==> src/rtl/oam_dma.sv <==
// Purpose: CPU-triggered 256-byte sprite DMA that copies one CPU page into the PPU OAM data port.
// Latency: bus ownership starts the cycle after the trigger write; 513 or 514 cycles per transfer.
// Backpressure: stalls the CPU through o_cpu_rdy for the whole transfer; nothing stalls the DMA.
module oam_dma #(
    parameter logic [15:0] TRIGGER_ADDRESS = 16'h4014,
    parameter logic [15:0] TARGET_ADDRESS  = 16'h2004
) (
    input  logic        i_clk,
    input  logic        i_reset_n,
    input  logic        i_cpu_rw,
    input  logic [15:0] i_cpu_address,
    input  logic [7:0]  i_cpu_data,
    input  logic [7:0]  i_data,
    output logic        o_dma_active,
    output logic        o_cpu_rdy,
    output logic        o_rw,
    output logic [15:0] o_address,
    output logic [7:0]  o_data
);

    typedef enum logic [2:0] {
        IDLE,
        HALT,
        ALIGN,
        READ,
        WRITE
    } state_t;

    state_t     state;
    logic       parity;    // 0 = get cycle, 1 = put cycle
    logic [7:0] page;
    logic [7:0] counter;
    logic [7:0] byte_reg;

    // Transfer sequencer: HALT, optional ALIGN so reads land on get cycles, then READ/WRITE pairs.
    always_ff @(posedge i_clk) begin
        if (!i_reset_n) begin
            state    <= IDLE;
            parity   <= 1'b0;
            page     <= 8'h00;
            counter  <= 8'h00;
            byte_reg <= 8'h00;
        end else begin
            parity <= ~parity;
            case (state)
                IDLE: begin
                    if (!i_cpu_rw && (i_cpu_address == TRIGGER_ADDRESS)) begin
                        page    <= i_cpu_data;
                        counter <= 8'h00;
                        state   <= HALT;
                    end
                end
                HALT: begin
                    // A put-cycle halt is already followed by a get cycle; otherwise burn one cycle.
                    state <= parity ? READ : ALIGN;
                end
                ALIGN: begin
                    state <= READ;
                end
                READ: begin
                    byte_reg <= i_data;
                    state    <= WRITE;
                end
                WRITE: begin
                    counter <= counter + 8'd1;
                    state   <= (counter == 8'hFF) ? IDLE : READ;
                end
                default: begin
                    state <= IDLE;
                end
            endcase
        end
    end

    // Bus outputs decoded purely from registered state; no input reaches an output in the same cycle.
    always_comb begin
        o_dma_active = (state != IDLE);
        o_cpu_rdy    = (state == IDLE);
        o_rw         = 1'b1;
        o_address    = 16'h0000;
        o_data       = 8'h00;
        case (state)
            HALT, ALIGN, READ: begin
                o_address = {page, counter};
                o_data    = byte_reg;
            end
            WRITE: begin
                o_rw      = 1'b0;
                o_address = TARGET_ADDRESS;
                o_data    = byte_reg;
            end
            default: begin
            end
        endcase
    end

endmodule

==> config.mk <==
export PLATFORM = sky130hd
export DESIGN_NAME = oam_dma
export DESIGN_NICKNAME = d
export VERILOG_FILES = /design/src/rtl/oam_dma.sv
export SDC_FILE = /design/constraint.sdc
export NUM_CORES = 1
export LEC_CHECK = 0
export ABC_CLOCK_PERIOD_IN_PS = 1600
export CAP_MARGIN = 20
export CORE_MARGIN = 3
export CORE_UTILIZATION = 42
export DETAILED_ROUTE_END_ITERATION = 10
export GPL_ROUTABILITY_DRIVEN = 0
export HOLD_SLACK_MARGIN = 0.02
export PLACE_DENSITY = 0.83
export SLEW_MARGIN = 20
export SYNTH_ARGS = -nofsm -noshare
export SYNTH_HDL_FRONTEND = slang
export SYNTH_SLANG_ARGS = --single-unit
==> constraint.sdc <==
create_clock -name i_clk -period 1.6 [get_ports i_clk]
set_input_delay 0.24 -clock i_clk [delete_from_list [all_inputs] [get_ports i_clk]]
set_output_delay 0.24 -clock i_clk [all_outputs]
set_load 0.03 [all_outputs]
==> results.md <==
* Critical path's slowest cell: dfxtp_4
* WL final at 4810 microns
* Mapped cell area at 0.00144 sq mm
* Slew HR at around 50%
* Peak supply drop at between 0.7 and 0.8 mV
* CP startpoint kind: register
* Post-synthesis sequential area ratio at 39.0%
* First-pass GRT wire length at about 7100 microns
* Failing checks: setup timing
* Final setup violation count at 33
* Total Nets Final at 282
* First-pass DRT Iterations at 4
* Critical path data required time at 1.36 ns
* Core Box Area at approximately 0.0032 sq mm
* Root Buffer: clkbuf_4
* Wirelength per Cell at 16.7 microns
* Antenna viol nets, final at 0
* Area of placed instances at 0.00212 sq mm
* Synth warn at 0
* Area delta synth->final at 70.1%
* CTS tree: done
* Crit Path Max Fanout at 8
* CTS H-Tree Depth at 1
* Gr usage total at 21.6%
* Min Hold Slack at between 0.4 and 0.5 ns
* Synth Register Bits at 28
* Slew Limit Fails at 0
* Most frequent CP cell: buf_6
* HP Class: reg2reg
* Minimum clock period at ~1.8 ns
* CTS clock-pin slew for the worst setup and hold paths at about 0.14 ns
* Starting Density at a little under half
* Post-Synthesis Cells at around 170
* Cells after DPL at roughly 280
* Worst-case clock buffer depth at 2
* Most used DFF post-synth: dfxtp_1
* Via count at 1,613
* Port Buffers at 61
* Largest cells by area after synthesis: dfxtp_1, and2_1, mux2i_1
* # rows at 20
* Critical Path AT at 1.51 ns
* Fin. Hold Viols at 0
* DRC viols at 0
* Slowest cell delay on critical path at 0.39 ns
* Pwr Density at 700 mW/mm^2
* Finished Cell Area at approximately 0.0024 sq mm
* Largest area contributor in the netlist: dfxtp_1
* DR iter-0 viols at 140
* Global route overflow at 0
* Worst slew pin tran at around 0.75 ns
* RSZ-0062 raised after global routing: yes
* Syn avg cell area at 8.72 sq um
* Leak at between 1 and 1.5 nW
* Die Y at around 65 microns
* Initial antenna violation count at 0
* Top-area cell type share of the netlist area at ~40%
* IO Count at just over 60
* Distinct cells, synth at 37
* Max Freq at 570 MHz
* Setup tns final at -2.03 ns
* Number of synthesized flops with an enable pin at 0
* Total power at 1.71 mW
* Setup Skew at 0.00404 ns
* CTS sink cnt at 28
* Buf/Inv on CP at 2
* Die W at between 60 and 70 microns
* Largest net degree at the start of global routing at 24
* Period utilization at 110%
* Fin worst setup slack at -0.154 ns
* Num CTS Buffers at 3
* Antenna cells at 0
* Post-synth ARST share at 0%
* CP top delay family: flip-flops
* Syn_nets at between 200 and 250
* Outcome: complete, but fails checks
* Dpl hpwl at 2900 microns
* Max Cap Viol at 0
* Share of cells above drive strength 1 at 37.3%
* Routed vias/inst at 5.60
* Critical path class: reg2out
* Later-pin clock latency in the skew report at 0.32 ns
* Fin cells at 288
* Crit path capture type: output port
* Vias in the first global route at approximately 1,500
* Die area at 0.00416 sq mm
* Crit-path cells: nor2_4 > buf_6 > xnor2_4 > and2_4 > buf_6
-- per-stage QoR --
stage               setup WS [ns]  util, %
floorplan                 0.00786        -
global placement           -0.400     67.3
detailed placement         -0.421     67.3
CTS                        -0.116     73.9
global route               -0.213     77.6
finish                     -0.154     77.6
-- final timing paths --
kind | from | to | slack [ns] | depth (start not counted)
min | parity | parity | 0.42 | 1
min reg2reg | parity | parity | 0.42 | 1
max reg2reg | state[0] | page[5] | -0.06 | 6
max | state[0] | o_data[6] | -0.15 | 5
-- cell type report --
cell class,count,area (sq um)
multi-input cells,125,931
repair buffers,85,853
fillers,218,706
flip-flops and latches,28,572
well taps,44,55.1
clock buffers,3,22.5
inverters,3,13.8
-- metal layers --
metal	global-route usage, %	routed length, microns
met1	26.0	1920
met2	37.4	2500
met3	6.59	295
met4	5.80	85
met5	0	0
-- cell usage in the layout, fill, tap and decap left out, types with 2 or more instances in the layout --
cell type / Yosys / final
clkdlybuf4s50_1: 0 / 34
buf_6: 1 / 31
dfxtp_1: 28 / 25
and2_4: 0 / 18
buf_4: 0 / 17
nor2_1: 16 / 14
a21oi_1: 13 / 13
nand4_1: 12 / 12
o21ai_1: 8 / 9
mux2i_1: 8 / 8
and3_1: 6 / 6
nand2_1: 7 / 5
xnor2_1: 6 / 5
and2_1: 22 / 4
nor2_4: 1 / 3
nand3_1: 3 / 3
clkbuf_4: 0 / 3
dfxtp_4: 0 / 3
nor3_1: 2 / 2
inv_1: 2 / 2
nand2_4: 0 / 2
o211ai_2: 2 / 2
o211ai_1: 2 / 2
-- cells in the mapped netlist (2+ instances only) --
cell	n
nor2_1	16
buf_2	4
and3_1	6
nand4_1	12
inv_1	2
nand2_1	7
a21oi_1	13
o211ai_2	2
dfxtp_1	28
xnor2_1	6
mux2i_1	8
nor3_1	2
o21ai_1	8
clkbuf_1	4
nand3_1	3
and2_1	22
o211ai_1	2
-- report_power, final --
part           total (mW)  internal, mW  switching, mW
clock               0.284        0.0882          0.196
combinational       0.689         0.332          0.357
sequential          0.740         0.717         0.0223
total                1.71          1.14          0.575
-- repair_timing --
item	in CTS	in global routing
setup buffers	3	4
hold buffers	0	0
gates cloned	1	1
pin swaps	7	10
setup endpoints to repair	36	39
gates resized for setup	47	29
-- kinds of logic after synthesis --
group	Yosys count	share of synthesized area, %
adders and majority gates	1	0.869
and+or+nand+nor	81	35.0
buffers and inverters	13	4.52
muxes	8	5.57
AOI/OAI and AO/OA	28	11.5
DFF	28	39.0
xor gates and xnor gates	6	3.65
Note: power is estimated with default switching activity, not from simulation.
==> patch, RTL diff (same flow settings) <==
Encoding of `state_t`: now one-hot (5 bits for 5 states).
--- a/src/rtl/oam_dma.sv
+++ b/src/rtl/oam_dma.sv
@@ -20,8 +20,8 @@
 
-    typedef enum logic [2:0] {
-        IDLE,
-        HALT,
-        ALIGN,
-        READ,
-        WRITE
+    typedef enum logic [4:0] {
+        IDLE  = 5'b00001,
+        HALT  = 5'b00010,
+        ALIGN = 5'b00100,
+        READ  = 5'b01000,
+        WRITE = 5'b10000
     } state_t;
Check against the original RTL: same outputs for any inputs over 10 cycles, from zero or initial values and one cycle with i_reset_n low; not proved beyond that.
==> patch against the unedited design <==
- the run still ends with negative setup slack left
- cell area rose by 10%
- final cell count rose by 13%
- sequential cell count rose by 2
- clock skew fell by 0.00083 ns
- wire length fell by 8.9%
- count of clock-buffer cells in the layout rose by 4
- synthesized cell count rose by 19%
- hold slack improved by 0.012 ns
- synthesized area rose by 17%
- setup slack got worse by 0.031 ns
Power is not compared: it rests on default switching activity, and its combinational part moved more than twofold at a synthesized area within 25%.
==> patch: results (changes against the unedited design) <==
metric,value,unit,change
layout.nets,312,,+11%
grtUsageMet2,28.9,%,-8.5 points
wl_met2,2.15,mm,-14%
drt_iter0_markers,130,,-7.1%
violations,negative setup slack,,
wl_met3,315,um,+6.8%
use_met1,24.1,%,-1.9 points
cts_buffers,5,,+2
arrival,1.54,ns,+0.03 ns
postCtsSetupBuffers,2,,-1
drive_gt1_share,35.1,%,-2.2 points
setup_violations,25,,-24%
grt_pass1_wl,7.41,mm,+3.9%
fin_hold_ws,0.436,ns,+0.0124 ns
synth_common_cells,"dfxtp_1, nand2_1, and2_1",,
grt_max_degree,25,,+4.2%
vias,1673,,+3.7%
relSlewSlack,80.1,%,+30 points
clock_skew,0.00321,ns,-0.000828 ns
fillerInstances,270,,+24%
cts_root_buf,clkbuf_8,,
ys_types,42,,+14%
cts_max_level,2,,+1
cts_resized,51,,+8.5%
wirelength,4.38,mm,-8.9%
path_clk_slew,0.06,ns,-0.08 ns
met1_length,1.86,mm,-3.1%
grt_pass1_vias,1591,,+6.1%
synth_fp_nets,233,,+16%
ys_top_cells_by_area,"dfxtp_1, mux2i_1, and2_1",,
reg2reg_slack,0.01,ns,+0.07 ns
ys_seq_area_share,35.7,%,-3.2 points
grtUsageMet3,6.52,%,-0.064 points
outcome,"complete, but fails checks",,
worst_slack,-0.184,ns,-0.0308 ns
place_hpwl,3.04,mm,+5.0%
## patch: cell types whose count changed after synthesis, sizes merged, moves of 5 or more
cell | unedited run | this run
a21oi | 13 | 1
mux2i | 8 | 16
nand2 | 7 | 30
nand4 | 12 | 3
nor2 | 17 | 12
nor4 | 1 | 6
o31ai | 0 | 5
xnor2 | 6 | 0
## patch: path summary, 6_finish.rpt
check | startpoint | to | cells past startpoint
worst max-delay path | state[3]$_SDFFE_PN0P_ | o_data[6] | 7
worst min-delay path | parity$_SDFF_PN0_ | parity$_SDFF_PN0_ | 1
worst max register to register | state[1]$_SDFFE_PN0P_ | page[5]$_SDFFE_PN0P_ | 8
worst min register to register | parity$_SDFF_PN0_ | parity$_SDFF_PN0_ | 1
## patch: final cells by class
type	count	area (sq um)	area share, %
Sequential cell	30	614	22.8
Inverter	4	18.8	0.695
Timing Repair Buffer	86	882	32.7
Clock buffer	7	76.3	2.83
Tap cell	48	60.1	2.22
Multi-Input combinational cell	149	1050	38.8
## patch: critical path: cells and delay by family, from the launching register on
| family | cells | cell delay, ns |
|---|---|---|
| flip-flops | 1 | 0.38 |
| buffers and inverters | 3 | 0.42 |
| AO/OA/AOI/OAI | 3 | 0.32 |
| AND/OR/NAND/NOR | 1 | 0.15 |
## patch: kinds of logic (layout without fill, tap and decap cells)
logic type,Yosys count,in the layout,share of synthesized area (%)
compound gates,21,21,8.64
flops,30,30,35.7
mux,17,17,10.2
fa+ha+maj,1,1,0.744
buf+inv,18,97,7.00
xor+xnor,2,2,1.04
simple gates,108,108,36.6
## patch: stage by stage
step	std cells	setup slack (ns)	util, %
global route	324	-0.283	71.6
finish	324	-0.184	71.6
detailed placement	312	-0.340	63.4
global placement	312	-0.262	63.4
floorplan	197	0.00875	-
CTS	321	-0.192	70.1
